===== src/rtl/ifetch_responder.sv =====
// IF-stage instruction responder: returns {inst@pc+4, inst@pc} pairs,
// replaying a one-entry pair buffer and filling misses over a req/ack bus.
module ifetch_responder #(
    parameter int ADDR_W = 32,
    parameter int INSN_W = 32,
    parameter int CNT_W  = 16
) (
    input  logic                clk_i,
    input  logic                reset_i,
    input  logic                req_valid_i,
    input  logic [ADDR_W-1:0]   req_pc_i,
    output logic                req_ready_o,
    output logic                rsp_valid_o,
    input  logic                rsp_ready_i,
    output logic [2*INSN_W-1:0] rsp_data_o,
    output logic [ADDR_W-1:0]   rsp_pc_o,
    input  logic                flush_i,
    input  logic                inval_i,
    output logic                mem_req_o,
    output logic [ADDR_W-1:0]   mem_addr_o,
    input  logic [INSN_W-1:0]   mem_rdata_i,
    input  logic                mem_ack_i,
    output logic [CNT_W-1:0]    stat_hit_o,
    output logic [CNT_W-1:0]    stat_miss_o
);

    localparam logic [2:0] S_IDLE  = 3'd0;
    localparam logic [2:0] S_RD0   = 3'd1;
    localparam logic [2:0] S_RD1   = 3'd2;
    localparam logic [2:0] S_RESP  = 3'd3;
    localparam logic [2:0] S_DRAIN = 3'd4;

    logic [2:0]          r_state;
    logic [ADDR_W-1:0]   r_pc;
    logic [INSN_W-1:0]   r_lo;
    logic                r_inval_pend;
    logic                r_buf_valid;
    logic [ADDR_W-1:0]   r_buf_tag;
    logic [2*INSN_W-1:0] r_buf_data;
    logic                r_rsp_valid;
    logic [2*INSN_W-1:0] r_rsp_data;
    logic [ADDR_W-1:0]   r_rsp_pc;
    logic                r_mem_req;
    logic [ADDR_W-1:0]   r_mem_addr;
    logic [CNT_W-1:0]    r_hit;
    logic [CNT_W-1:0]    r_miss;

    logic [ADDR_W-1:0]   w_pc;
    logic                w_accept;
    logic                w_hit;

    assign w_pc        = req_pc_i & ~ADDR_W'(3);
    assign req_ready_o = (r_state == S_IDLE) & ~flush_i;
    assign w_accept    = req_valid_i & req_ready_o;
    // A same-cycle invalidate turns a would-be hit into a miss.
    assign w_hit       = r_buf_valid & (r_buf_tag == w_pc) & ~inval_i;

    assign rsp_valid_o = r_rsp_valid;
    assign rsp_data_o  = r_rsp_data;
    assign rsp_pc_o    = r_rsp_pc;
    assign mem_req_o   = r_mem_req;
    assign mem_addr_o  = r_mem_addr;
    assign stat_hit_o  = r_hit;
    assign stat_miss_o = r_miss;

    always_ff @(posedge clk_i or posedge reset_i) begin
        if (reset_i) begin
            r_state      <= S_IDLE;
            r_pc         <= '0;
            r_lo         <= '0;
            r_inval_pend <= 1'b0;
            r_buf_valid  <= 1'b0;
            r_buf_tag    <= '0;
            r_buf_data   <= '0;
            r_rsp_valid  <= 1'b0;
            r_rsp_data   <= '0;
            r_rsp_pc     <= '0;
            r_mem_req    <= 1'b0;
            r_mem_addr   <= '0;
            r_hit        <= '0;
            r_miss       <= '0;
        end else begin
            if (inval_i) begin
                r_buf_valid <= 1'b0;
            end
            if (inval_i && (r_state == S_RD0 || r_state == S_RD1)) begin
                r_inval_pend <= 1'b1;
            end
            case (r_state)
                S_IDLE: begin
                    if (w_accept) begin
                        r_pc <= w_pc;
                        if (w_hit) begin
                            r_state     <= S_RESP;
                            r_rsp_valid <= 1'b1;
                            r_rsp_data  <= r_buf_data;
                            r_rsp_pc    <= w_pc;
                            if (r_hit != '1) r_hit <= r_hit + 1'b1;
                        end else begin
                            r_state      <= S_RD0;
                            r_mem_req    <= 1'b1;
                            r_mem_addr   <= w_pc;
                            r_inval_pend <= 1'b0;
                            if (r_miss != '1) r_miss <= r_miss + 1'b1;
                        end
                    end
                end
                S_RD0: begin
                    if (flush_i) begin
                        if (mem_ack_i) begin
                            r_state   <= S_IDLE;
                            r_mem_req <= 1'b0;
                        end else begin
                            r_state <= S_DRAIN;
                        end
                    end else if (mem_ack_i) begin
                        r_lo       <= mem_rdata_i;
                        r_state    <= S_RD1;
                        r_mem_addr <= r_pc + ADDR_W'(4);
                    end
                end
                S_RD1: begin
                    if (flush_i) begin
                        if (mem_ack_i) begin
                            r_state   <= S_IDLE;
                            r_mem_req <= 1'b0;
                        end else begin
                            r_state <= S_DRAIN;
                        end
                    end else if (mem_ack_i) begin
                        r_state     <= S_RESP;
                        r_mem_req   <= 1'b0;
                        r_rsp_valid <= 1'b1;
                        r_rsp_data  <= {mem_rdata_i, r_lo};
                        r_rsp_pc    <= r_pc;
                        if (!r_inval_pend && !inval_i) begin
                            r_buf_valid <= 1'b1;
                            r_buf_tag   <= r_pc;
                            r_buf_data  <= {mem_rdata_i, r_lo};
                        end
                    end
                end
                S_RESP: begin
                    if (flush_i || rsp_ready_i) begin
                        r_state     <= S_IDLE;
                        r_rsp_valid <= 1'b0;
                    end
                end
                S_DRAIN: begin
                    if (mem_ack_i) begin
                        r_state   <= S_IDLE;
                        r_mem_req <= 1'b0;
                    end
                end
                default: begin
                    r_state <= S_IDLE;
                end
            endcase
        end
    end

endmodule


===== config.mk =====
export PLATFORM = sky130hd
export DESIGN_NAME = ifetch_responder
export DESIGN_NICKNAME = d
export VERILOG_FILES = /design/src/rtl/ifetch_responder.sv
export SDC_FILE = /design/constraint.sdc
export NUM_CORES = 1
export LEC_CHECK = 0
export CORE_UTILIZATION = 35
export CTS_CLUSTER_SIZE = 16
export DETAILED_ROUTE_END_ITERATION = 8
export SETUP_SLACK_MARGIN = 0.3
export SLEW_MARGIN = 10
export SYNTH_ARGS = -nofsm -noshare
export SYNTH_HDL_FRONTEND = slang
export SYNTH_SLANG_ARGS = --single-unit

===== constraint.sdc =====
create_clock -name clk_i -period 10.95 [get_ports clk_i]
set_input_delay 1.095 -clock clk_i [delete_from_list [all_inputs] [get_ports clk_i]]
set_output_delay 1.095 -clock clk_i [all_outputs]
set_load 0.005 [all_outputs]

==> report_table.html <==
<table>
<tr><th>Metric</th><th>Value</th></tr>
<tr><th colspan="2">Outcome</th></tr>
<tr><td>Run status</td><td>complete, but fails checks</td></tr>
<tr><td>Violated checks</td><td>DRC</td></tr>
<tr><th colspan="2">Drt</th></tr>
<tr><td>Mean number of vias per cell</td><td>5.18</td></tr>
<tr><td>WL final</td><td>38,300 um</td></tr>
<tr><td>Starting DRT DRC Count</td><td>650</td></tr>
<tr><td>Count of nets left with antenna violations after detail routing</td><td>0</td></tr>
<tr><td>Number of remaining DRC errors</td><td>32</td></tr>
<tr><td>Routed WL per cell</td><td>19.3 um</td></tr>
<tr><td>Vias post-DR</td><td>10,302</td></tr>
<tr><td>Drt first pass iters</td><td>7</td></tr>
<tr><th colspan="2">Min path</th></tr>
<tr><td>Startpoint of the most critical hold path</td><td>mem_addr_o[4]$_DFFE_PP0P_</td></tr>
<tr><td>Worst hold path endpoint</td><td>mem_addr_o[4]$_DFFE_PP0P_</td></tr>
<tr><td>Worst min path class</td><td>reg2reg</td></tr>
<tr><td>Min-Delay Path Depth</td><td>1</td></tr>
<tr><th colspan="2">Critical path</th></tr>
<tr><td>Worst r2r path cells</td><td>6</td></tr>
<tr><td>Cell with the largest stage delay on the worst path</td><td>nand3_2</td></tr>
<tr><td>Kind of launch point of the worst setup path</td><td>input port</td></tr>
<tr><td>Maximum fanout along the worst path</td><td>33</td></tr>
<tr><td>Delay of the slowest critical-path stage</td><td>840 ps</td></tr>
<tr><td>Worst endpoint data arrival time</td><td>4170 ps</td></tr>
<tr><td>Critical path start-end classification</td><td>in2reg</td></tr>
<tr><td>Crit-path cells</td><td>clkdlybuf4s50_1 -&gt; inv_1 -&gt; nand3_2 -&gt; o21bai_1 -&gt; o21ai_2 -&gt; buf_4 -&gt; mux2_2</td></tr>
<tr><td>Worst endpoint required time</td><td>11,370 ps</td></tr>
<tr><td>Reg-to-reg critical path startpoint</td><td>r_state[1]$_DFFE_PP0P_</td></tr>
<tr><td>Crit Reg-Reg Endpoint</td><td>mem_addr_o[5]$_DFFE_PP0P_</td></tr>
<tr><td>Crit. End Element</td><td>register</td></tr>
<tr><td>Worst setup slack for register-to-register paths</td><td>7420 ps</td></tr>
<tr><th colspan="2">Clocking</th></tr>
<tr><td>CTS root buf</td><td>clkbuf_16</td></tr>
<tr><td>Clock-pin slew of the registers on the worst-case setup and hold paths</td><td>60 ps</td></tr>
<tr><td>Number of clock sinks seen by CTS</td><td>319</td></tr>
<tr><td>Post CTS Setup Buffer Count</td><td>0</td></tr>
<tr><td>Number of levels in the clock H-tree</td><td>2</td></tr>
<tr><td>TritonCTS clock tree</td><td>yes</td></tr>
<tr><td>Cts repair resizes</td><td>0</td></tr>
<tr><td>Cts bufs inserted</td><td>38</td></tr>
<tr><td>Hold buffer count at CTS</td><td>0</td></tr>
<tr><td>Deepest clock path buffer count</td><td>3</td></tr>
<tr><td>Insertion delay to the later sink of the worst-skew pair</td><td>550 ps</td></tr>
<tr><th colspan="2">Floorplan</th></tr>
<tr><td>Die footprint</td><td>42,700 sq um</td></tr>
<tr><td>Total core area</td><td>41,100 sq um</td></tr>
<tr><td>Initial core utilization</td><td>35.7%</td></tr>
<tr><td>Core Rows</td><td>74</td></tr>
<tr><td>Horizontal die dimension</td><td>207 um</td></tr>
<tr><td># IOs</td><td>234</td></tr>
<tr><td>Overall die height</td><td>207 um</td></tr>
<tr><th colspan="2">Finish</th></tr>
<tr><td>Final design area excluding fillers</td><td>18,600 sq um</td></tr>
<tr><td>Layout overhead on the synthesized area</td><td>27.2%</td></tr>
<tr><td>Fillers</td><td>3,864</td></tr>
<tr><td>Post-Route Utilization</td><td>45.4%</td></tr>
<tr><td>Number of nets in the layout</td><td>1,500</td></tr>
<tr><td>Proportion of layout cells with a drive suffix above 1</td><td>18.5%</td></tr>
<tr><th colspan="2">Yosys</th></tr>
<tr><td>Portion of the post-synthesis area used by sequential elements</td><td>54.5%</td></tr>
<tr><td>Top post-synthesis cells by area</td><td>dfrtp_1 (54%), mux2_2 (14%), a21oi_1 (6.7%), mux2i_1 (6.5%), xor2_1 (3.8%)</td></tr>
<tr><td>Total of flip-flops plus latches after synthesis</td><td>319</td></tr>
<tr><td>Post-synthesis cell type with the largest combined area</td><td>dfrtp_1</td></tr>
<tr><td>Number of flops mapped to enable cells by yosys</td><td>0</td></tr>
<tr><td>Gate count of the mapped netlist</td><td>1,237</td></tr>
<tr><td>Mean area per synthesized cell</td><td>11.9 sq um</td></tr>
<tr><td>Most instantiated flip-flop cell in the synthesis netlist</td><td>dfrtp_1</td></tr>
<tr><td>Proportion of register bits with asynchronous set or reset after synthesis</td><td>100%</td></tr>
<tr><td>Most common cell in the netlist</td><td>dfrtp_1</td></tr>
<tr><td>Top cells by instance count after synthesis</td><td>dfrtp_1 (319), a21oi_1 (196), mux2_2 (185)</td></tr>
<tr><td>Top cell type's share of synthesized area</td><td>54.5%</td></tr>
<tr><td>Mapped cell area</td><td>14,700 sq um</td></tr>
<tr><td>Synth warnings</td><td>0</td></tr>
<tr><td>Count of distinct cell types in the synthesized netlist</td><td>48</td></tr>
<tr><th colspan="2">Timing</th></tr>
<tr><td>Sum of negative setup slack</td><td>0 ps</td></tr>
<tr><td>Transition time of the tightest slew-check pin</td><td>1230 ps</td></tr>
<tr><td>Period utilisation layout</td><td>34.3%</td></tr>
<tr><td>Slack of the critical path</td><td>7190 ps</td></tr>
<tr><td>Unrepaired setup endpoints after global routing</td><td>no</td></tr>
<tr><td>Clk_skew</td><td>23.3 ps</td></tr>
<tr><td>Clock period minus final worst setup slack</td><td>3760 ps</td></tr>
<tr><td>Final number of setup-violating endpoints</td><td>0</td></tr>
<tr><td>Highest achievable clock rate</td><td>266 MHz</td></tr>
<tr><td>Count of endpoints failing hold in the final timing report</td><td>0</td></tr>
<tr><td>Max Transition Viols Final</td><td>0</td></tr>
<tr><td>Worst slew margin</td><td>18.3%</td></tr>
<tr><th colspan="2">Global route</th></tr>
<tr><td>GRT Util Overall</td><td>18.1%</td></tr>
<tr><td>Largest net degree at the start of global routing</td><td>161</td></tr>
<tr><td>Global-route wire length before repair</td><td>60,400 um</td></tr>
<tr><td>Via count of the first global-routing pass</td><td>10,417</td></tr>
<tr><td>Initial antenna violation count</td><td>3</td></tr>
<tr><td>Gr ovfl total</td><td>0</td></tr>
<tr><th colspan="2">Power</th></tr>
<tr><td>Largest voltage drop on the vdd net</td><td>189 uV</td></tr>
<tr><td>Power per unit of standard cell area</td><td>263 nW/um^2</td></tr>
<tr><td>Lkg Pwr</td><td>7.95 nW</td></tr>
<tr><td>Final Total Pwr</td><td>4.90 mW</td></tr>
<tr><th colspan="2">Placed design</th></tr>
<tr><td>I/O Buffers</td><td>227</td></tr>
<tr><td>Routability congestion estimate from global placement</td><td>0.783</td></tr>
<tr><td>Post-detail-place hpwl</td><td>23,800 um</td></tr>
<tr><td>Placed Instance Area</td><td>17,300 sq um</td></tr>
<tr><td>Worst-case setup slack after placement</td><td>6610 ps</td></tr>
<tr><th colspan="2">Run</th></tr>
<tr><td>Max capacitance violation total</td><td>0</td></tr>
</table>
[critical path: cells and delay by family]
family	cells	cell delay, ps
simple gates	1	840
compound gates	2	570
buf+inv	3	1260
mux	1	390
[cell type report]
type,instances,area [sq um],area share [%]
Clock buffer,58,1160,6.21
Multi-Input combinational cell,825,6280,33.7
Timing Repair Buffer,237,2360,12.7
Tap cell,532,666,3.57
Sequential cell,319,7980,42.8
Clock inverter,9,168,0.899
Antenna cell,2,5.00,0.0268
Inverter,5,26.3,0.141
[cells by family (layout without fill, tap and decap cells)]
| logic type | count (synthesis) | in the layout | synth area share [%] |
|---|---|---|---|
| AOI/OAI and AO/OA | 244 | 244 | 8.64 |
| xor gates and xnor gates | 88 | 88 | 5.26 |
| adders and majority gates | 3 | 3 | 0.256 |
| buffers and inverters | 96 | 309 | 3.13 |
| DFF | 319 | 319 | 54.5 |
| muxes | 281 | 281 | 20.8 |
| other | 1 | 6 | 0.0256 |
| and+or+nand+nor | 205 | 205 | 7.47 |
[report_power, final]
group | leakage (nW) | total (mW) | internal (mW) | switching, mW
Combinational | 3.19 | 1.59 | 0.889 | 0.703
Sequential | 4.11 | 1.97 | 1.62 | 0.359
Clock | 0.651 | 1.33 | 0.823 | 0.507
Total | 7.95 | 4.90 | 3.33 | 1.57
[worst max path at each step]
stage                                 end  depth (start not counted)          from
2_1_floorplan  mem_addr_o[10]$_DFFE_PP0P_                          1       reset_i
3_3_place_gp   mem_addr_o[12]$_DFFE_PP0P_                          7       flush_i
3_5_place_dp   mem_addr_o[12]$_DFFE_PP0P_                          7       flush_i
4_1_cts        mem_addr_o[25]$_DFFE_PP0P_                          7       flush_i
5_1_grt        rsp_data_o[56]$_DFFE_PP0P_                          8  req_pc_i[25]
6_report        mem_addr_o[5]$_DFFE_PP0P_                          7       flush_i
[cells in the final DEF (no fill, tap or decap), drive strengths merged, types with 21 or more instances in the layout]
cell           instances
dfrtp                319
clkdlybuf4s50        227
a21oi                196
mux2                 186
mux2i                 95
xor2                  63
clkbuf                58
nand2                 57
nand3                 34
o21ai                 34
xnor2                 25
nand4                 21
[through the flow]
stage	hold slack [ps]	instances
after floorplan	465	1240
after global placement	475	1918
after detailed placement	482	1918
after CTS	495	1985
after global routing	511	1986
final	496	1987
[metal layers]
layer	GRT usage (%)	up-vias	wire length, um
met5	0	-	23
met4	4.25	4	502
met3	5.09	44	2580
met2	28.1	218	17700
met1	25.0	5217	17500
li1	-	4819	-
[state kept, by name (all words and copies together) (netlist names)]
register      cells
r_buf_data       64
r_buf_tag        30
rsp_pc_o         30
r_state           3
r_inval_pend      1
r_pc             30
mem_req_o         1
stat_miss_o      16
mem_addr_o       30
rsp_data_o       64
r_buf_valid       1
stat_hit_o       16
rsp_valid_o       1
r_lo             32
Note: power is estimated with default switching activity, not from simulation.
